===== src/rtl/regfile_pkg.sv =====
// Shared types and helpers for the multi-port register file.
//   rf_data_t / rf_addr_t : default-width data and address types (16 x 16-bit).
//   rf_aw()               : address width for a given register count.
//   RF_ZERO_ADDR          : index of the optional hardwired-zero register.
package regfile_pkg;
    localparam int RF_DW_DEFAULT    = 16;
    localparam int RF_NREGS_DEFAULT = 16;
    localparam int RF_ZERO_ADDR     = 0;

    typedef logic [RF_DW_DEFAULT-1:0]             rf_data_t;
    typedef logic [$clog2(RF_NREGS_DEFAULT)-1:0]  rf_addr_t;

    function automatic int rf_aw(input int num_regs);
        return $clog2(num_regs);
    endfunction
endpackage


===== src/rtl/regfile_scoreboard.sv =====
// Busy scoreboard for register_file_mp: one flop per register.
//   clk, rst         : clock, async active-high reset (clears all busy bits)
//   we, waddr        : writeback ports; a write clears busy for its register
//   rsv_en, rsv_addr : issue reservation; sets busy, overriding a same-cycle clear
//   busy_vec         : registered busy bits
module regfile_scoreboard
    import regfile_pkg::*;
#(
    parameter int NumRegs       = 16,
    parameter int NumWritePorts = 2,
    parameter bit ZeroReg       = 1'b0,
    localparam int AW           = rf_aw(NumRegs)
) (
    input  logic                              clk,
    input  logic                              rst,
    input  logic [NumWritePorts-1:0]          we,
    input  logic [NumWritePorts-1:0][AW-1:0]  waddr,
    input  logic                              rsv_en,
    input  logic [AW-1:0]                     rsv_addr,
    output logic [NumRegs-1:0]                busy_vec
);
    logic [NumRegs-1:0] r_busy;
    logic [NumRegs-1:0] w_busy_nxt;
    logic               w_rsv_ok;

    // The zero register never becomes busy.
    assign w_rsv_ok = rsv_en && !(ZeroReg && (rsv_addr == AW'(RF_ZERO_ADDR)));

    always_comb begin
        w_busy_nxt = r_busy;
        for (int k = 0; k < NumWritePorts; k++) begin
            if (we[k]) w_busy_nxt[waddr[k]] = 1'b0;
        end
        // Applied after the clears: the newly issued producer owns the register.
        if (w_rsv_ok) w_busy_nxt[rsv_addr] = 1'b1;
    end

    always_ff @(posedge clk or posedge rst) begin
        if (rst) r_busy <= '0;
        else     r_busy <= w_busy_nxt;
    end

    assign busy_vec = r_busy;
endmodule


===== src/rtl/register_file_mp.sv =====
// Multi-port GPR store with same-cycle write bypass, optional hardwired-zero
// register and a per-register busy scoreboard.
//   clk, rst         : clock, async active-high reset (clears regs and busy)
//   we/waddr/wdata   : write ports; higher index wins on address conflict
//   raddr -> rdata   : combinational read ports, 0-cycle latency
//   rd_busy          : busy status of each read address, masked by a same-cycle write
//   rsv_en/rsv_addr  : reserve (mark busy) a destination register
//   busy_vec         : registered scoreboard
module register_file_mp
    import regfile_pkg::*;
#(
    parameter int DataWidth     = 16,
    parameter int NumRegs       = 16,
    parameter int NumReadPorts  = 2,
    parameter int NumWritePorts = 2,
    parameter bit ZeroReg       = 1'b0,
    parameter bit Bypass        = 1'b1,
    localparam int AW           = rf_aw(NumRegs)
) (
    input  logic                                    clk,
    input  logic                                    rst,
    input  logic [NumWritePorts-1:0]                we,
    input  logic [NumWritePorts-1:0][AW-1:0]        waddr,
    input  logic [NumWritePorts-1:0][DataWidth-1:0] wdata,
    input  logic [NumReadPorts-1:0][AW-1:0]         raddr,
    output logic [NumReadPorts-1:0][DataWidth-1:0]  rdata,
    output logic [NumReadPorts-1:0]                 rd_busy,
    input  logic                                    rsv_en,
    input  logic [AW-1:0]                           rsv_addr,
    output logic [NumRegs-1:0]                      busy_vec
);
    logic [NumRegs-1:0][DataWidth-1:0]      r_regs;
    logic [NumReadPorts-1:0]                w_hit;
    logic [NumReadPorts-1:0][DataWidth-1:0] w_byp;

    // Ascending port order: the last NBA to a given register wins, giving
    // the highest enabled port priority.
    always_ff @(posedge clk or posedge rst) begin
        if (rst) begin
            r_regs <= '0;
        end else begin
            for (int k = 0; k < NumWritePorts; k++) begin
                if (we[k] && !(ZeroReg && (waddr[k] == AW'(RF_ZERO_ADDR))))
                    r_regs[waddr[k]] <= wdata[k];
            end
        end
    end

    regfile_scoreboard #(
        .NumRegs      (NumRegs),
        .NumWritePorts(NumWritePorts),
        .ZeroReg      (ZeroReg)
    ) u_sb (
        .clk     (clk),
        .rst     (rst),
        .we      (we),
        .waddr   (waddr),
        .rsv_en  (rsv_en),
        .rsv_addr(rsv_addr),
        .busy_vec(busy_vec)
    );

    always_comb begin
        for (int i = 0; i < NumReadPorts; i++) begin
            w_hit[i] = 1'b0;
            w_byp[i] = '0;
            // Same ascending scan as the write path so bypass matches the stored value.
            for (int k = 0; k < NumWritePorts; k++) begin
                if (we[k] && (waddr[k] == raddr[i])) begin
                    w_hit[i] = 1'b1;
                    w_byp[i] = wdata[k];
                end
            end
            rdata[i] = (Bypass && w_hit[i]) ? w_byp[i] : r_regs[raddr[i]];
            // Zero register and reset override the bypass path as well.
            if (ZeroReg && (raddr[i] == AW'(RF_ZERO_ADDR))) rdata[i] = '0;
            if (rst) rdata[i] = '0;
            rd_busy[i] = !rst && busy_vec[raddr[i]] && !(Bypass && w_hit[i]);
        end
    end
endmodule


===== config.mk =====
export PLATFORM = sky130hd
export DESIGN_NAME = register_file_mp
export DESIGN_NICKNAME = d
export VERILOG_FILES = /design/src/rtl/regfile_pkg.sv /design/src/rtl/regfile_scoreboard.sv /design/src/rtl/register_file_mp.sv
export SDC_FILE = /design/constraint.sdc
export NUM_CORES = 1
export LEC_CHECK = 0
export CAP_MARGIN = 15
export CORE_MARGIN = 2
export CORE_UTILIZATION = 60
export CTS_CLUSTER_DIAMETER = 150
export DETAILED_ROUTE_END_ITERATION = 16
export PLACE_DENSITY = 0.87
export SLEW_MARGIN = 10
export SYNTH_ARGS = -nofsm -noshare
export SYNTH_HDL_FRONTEND = slang
export SYNTH_SLANG_ARGS = --single-unit

===== constraint.sdc =====
create_clock -name clk -period 16 [get_ports clk]
set_input_delay 2.4 -clock clk [delete_from_list [all_inputs] [get_ports clk]]
set_output_delay 2.4 -clock clk [all_outputs]
set_load 0.05 [all_outputs]

==> impl_results.md <==
* Syn_area_per_cell at 10.2 um2
* Post-route setup slack at 7.03 ns
* Synth Area in Compound Gates at 11.4%
* WL final at 62100 um
* Crit start category: primary input
* Count of final hold-check violations at 0
* Mux share of post-synthesis cell area at 33.5%
* Clock latency on the worst-skew pair at 0.56 ns
* Switching Fraction at 33.3%
* CP Data Arrival Time at 6.57 ns
* Setup slack, reg-to-reg at 15.08 ns
* XOR/XNOR Fraction of Synth Area at 0.766%
* Root Driver: clkbuf_16
* Worst Setup End Kind: output pin
* Fraction of layout cells with a size suffix above 1 at 16.0%
* Clock sink count at 272
* DR WL/cell at 28.7 um
* Num CTS Buffers at 29
* Pre-CTS WS at 7.28 ns
* Die area at 31900 um2
* CP max FO at 43
* Post-detail-place hpwl at 37600 um
* # Post-CTS Setup Buffers at 0
* # resized after CTS at 0
* Clock skew at 0 ns
* Share of the synthesized area in the top cell type at 37.2%
* Synth Area in Simple Gates at 11.0%
* CP Class: primary input to output pin
* F_max at 0.112 GHz
* Die Y at 179 um
* Sequential share of the synthesized area at 37.2%
* Largest family of logic cells by synthesized area: multiplexers
* DR DRC count at 0
* # nets final at 1807
* Clock slew seen by the registers of the worst setup and hold paths at 0.06 ns
* Final hold slack at 0.603 ns
* Mapped Nets at 1842
* Final total negative setup slack at 0 ns
* Core ar. at 29800 um2
* Largest net degree at the start of global routing at 110
* Commonest cells after routing, fill and taps aside: 311 x mux2i_1, 272 x dfrtp_1, 216 x nor2_1, 161 x a21oi_1, 126 x nand2_1
* Buffers and inverters on the worst path at 3
* Tcrit/Tclk final at 56.1%
* Ranking of synthesized cells by area: dfrtp_1 37%, mux2i_1 17%, mux4_2 15%, nor2_1 4.4%, a21oi_1 4.4%
* Asr flop ratio synth at 100%
* Psw at 0.850 mW
* Stages on worst setup path at 8
* Max Cap Viol at 0
* Sequential power share at 40.2%
* Pleak at 8.25 nW
* Gate power share at 30.0%
* Ys Warns at 0
* First-pass GRT wire length at 93900 um
* Port bufs at 106
* I/O pin count at 107
* GR Overflow Total at 0
* Number of synthesized flops with an enable pin at 0
* Slew headroom at 16.1%
* Crit-path leading delay family: buffers and inverters
* Hold path depth at 2
* Number of H-tree levels at 1
* Die width at 179 um
* GRT Total Usage at 39.6%
* Commonest non-fill, non-tap cell in the layout: mux2i_1
* DRT iter0 DRCs at 2605
* Syn Std Cell Area at 18300 um2
* Top FF cell, synth: dfrtp_1
* Post-route ant nets at 0
* Initial Util at 61.4%
* Worst VDD drop at 0.105 mV
* Final setup viols at 0
* Vias in the first global route at 16000
* Dominant cell type by area after synthesis: dfrtp_1
* First-pass iteration count of the detailed router at 7
* Synth Instances at 1785
* DR vias/cell at 7.36
* Area grow syn2layout at 10.5%
* Seq cells post-synth at 272
* Hold Buf Count CTS at 0
* Worst Tran Pin Value at 1.26 ns
* Initial antenna violation count at 2
* Clock power share at 29.7%
* Fin crit period at 8.97 ns
* Max Transition Viols Final at 0
* FP Rows at 63
* Slowest-stage cell, CP: clkdlybuf4s50_1
* Library cells used by synthesis at 49
* Placer congestion estimate at 0.994
* CTS tree: built
* Hold WC Path Type: register to register
* Routed via count at 15900
* PD cells at 126 nW/um2
* Status: completed
* CP Data Required Time at 13.60 ns
* Internal at 1.70 mW
* Bufs on Longest Clock Path at 3
* Critical path's largest stage delay at 0.95 ns
* Adder-cell share of the synthesized area at 0%
* CP Cell Sequence: buf_2, buf_4, xor2_1, nor3_1, and3_1, a211oi_1, a2111oi_1, clkdlybuf4s50_1
* Cell depth of the worst flop-to-flop path at 2
* RSZ-0062 raised after global routing: false
-- routing by layer --
layer | wire (um) | vias to the layer above | global-route usage, % | share of wire, %
met5 | 0 | - | 0 | 0
met4 | 5160 | 0 | 29.1 | 8.3
met3 | 8910 | 437 | 11.5 | 14
met2 | 27700 | 1466 | 59.3 | 45
met1 | 20300 | 7582 | 48.9 | 33
li1 | - | 6440 | - | -
-- cell families after synthesis --
logic type      Yosys count
buf+inv                 226
xor+xnor                 16
simple gates            464
compound gates          347
flops                   272
mux                     460
-- Yosys cell counts, drive strengths merged (3+ instances only) --
cell type / instances
buf: 110
nor3: 34
nand3b: 5
xor2: 12
a32o: 5
a221oi: 13
nand2: 126
a2111oi: 30
nand4: 3
nor4: 18
and3: 6
xnor2: 4
nand3: 15
nand2b: 5
clkbuf: 110
a211oi: 13
o21ai: 116
dfrtp: 272
a21oi: 161
mux4: 119
nor3b: 3
inv: 6
nor2: 225
mux2i: 311
and2: 8
nor2b: 7
mux2: 30
-- stage by stage --
step	std cells	instance area (um2)	power, mW	utilization (%)
after floorplan	1785	18300	1.54	-
after global placement	2108	19100	1.72	64.1
after global routing	2162	20200	2.64	67.8
after detailed placement	2108	19100	1.76	64.1
after CTS	2161	20200	2.52	67.7
final	2163	20200	2.55	67.8
-- state kept, by name (all words and copies together) (netlist names) --
| name | count |
|---|---|
| u_sb.busy_vec | 16 |
| r_regs | 256 |
-- worst paths after layout --
path                       startpoint           to
min reg2reg                r_regs[44]   r_regs[44]
min                        r_regs[44]   r_regs[44]
max in group asynchronous         rst   r_regs[94]
min in group asynchronous         rst  r_regs[172]
max                          raddr[6]    rdata[22]
max reg2reg                r_regs[83]   r_regs[83]
-- power groups by stage --
stage,registers [mW],logic (mW),clock network (mW)
after floorplan,0.992,0.545,0
after global placement,1.00,0.712,0
after detailed placement,1.02,0.742,0
after CTS,1.01,0.748,0.760
after global routing,1.04,0.812,0.788
final,1.03,0.766,0.758
-- worst reg2reg max path, delay by kind of cell, from the launching register on --
family / cells / cell delay (ns)
AO/OA/AOI/OAI: 1 / 0.09
flip-flops: 1 / 0.51
multiplexers: 1 / 0.19
-- final cells by class --
cell class / instances / area [um2]
multi-input combinational: 1287 / 10400
fill: 2122 / 9580
sequential: 272 / 6810
timing repair buffer: 154 / 1420
clock buffer: 40 / 857
tap: 390 / 488
clock inverter: 13 / 224
inverter: 6 / 30.0
antenna: 1 / 2.50
No activity file was read; power rests on OpenSTA's default activity.
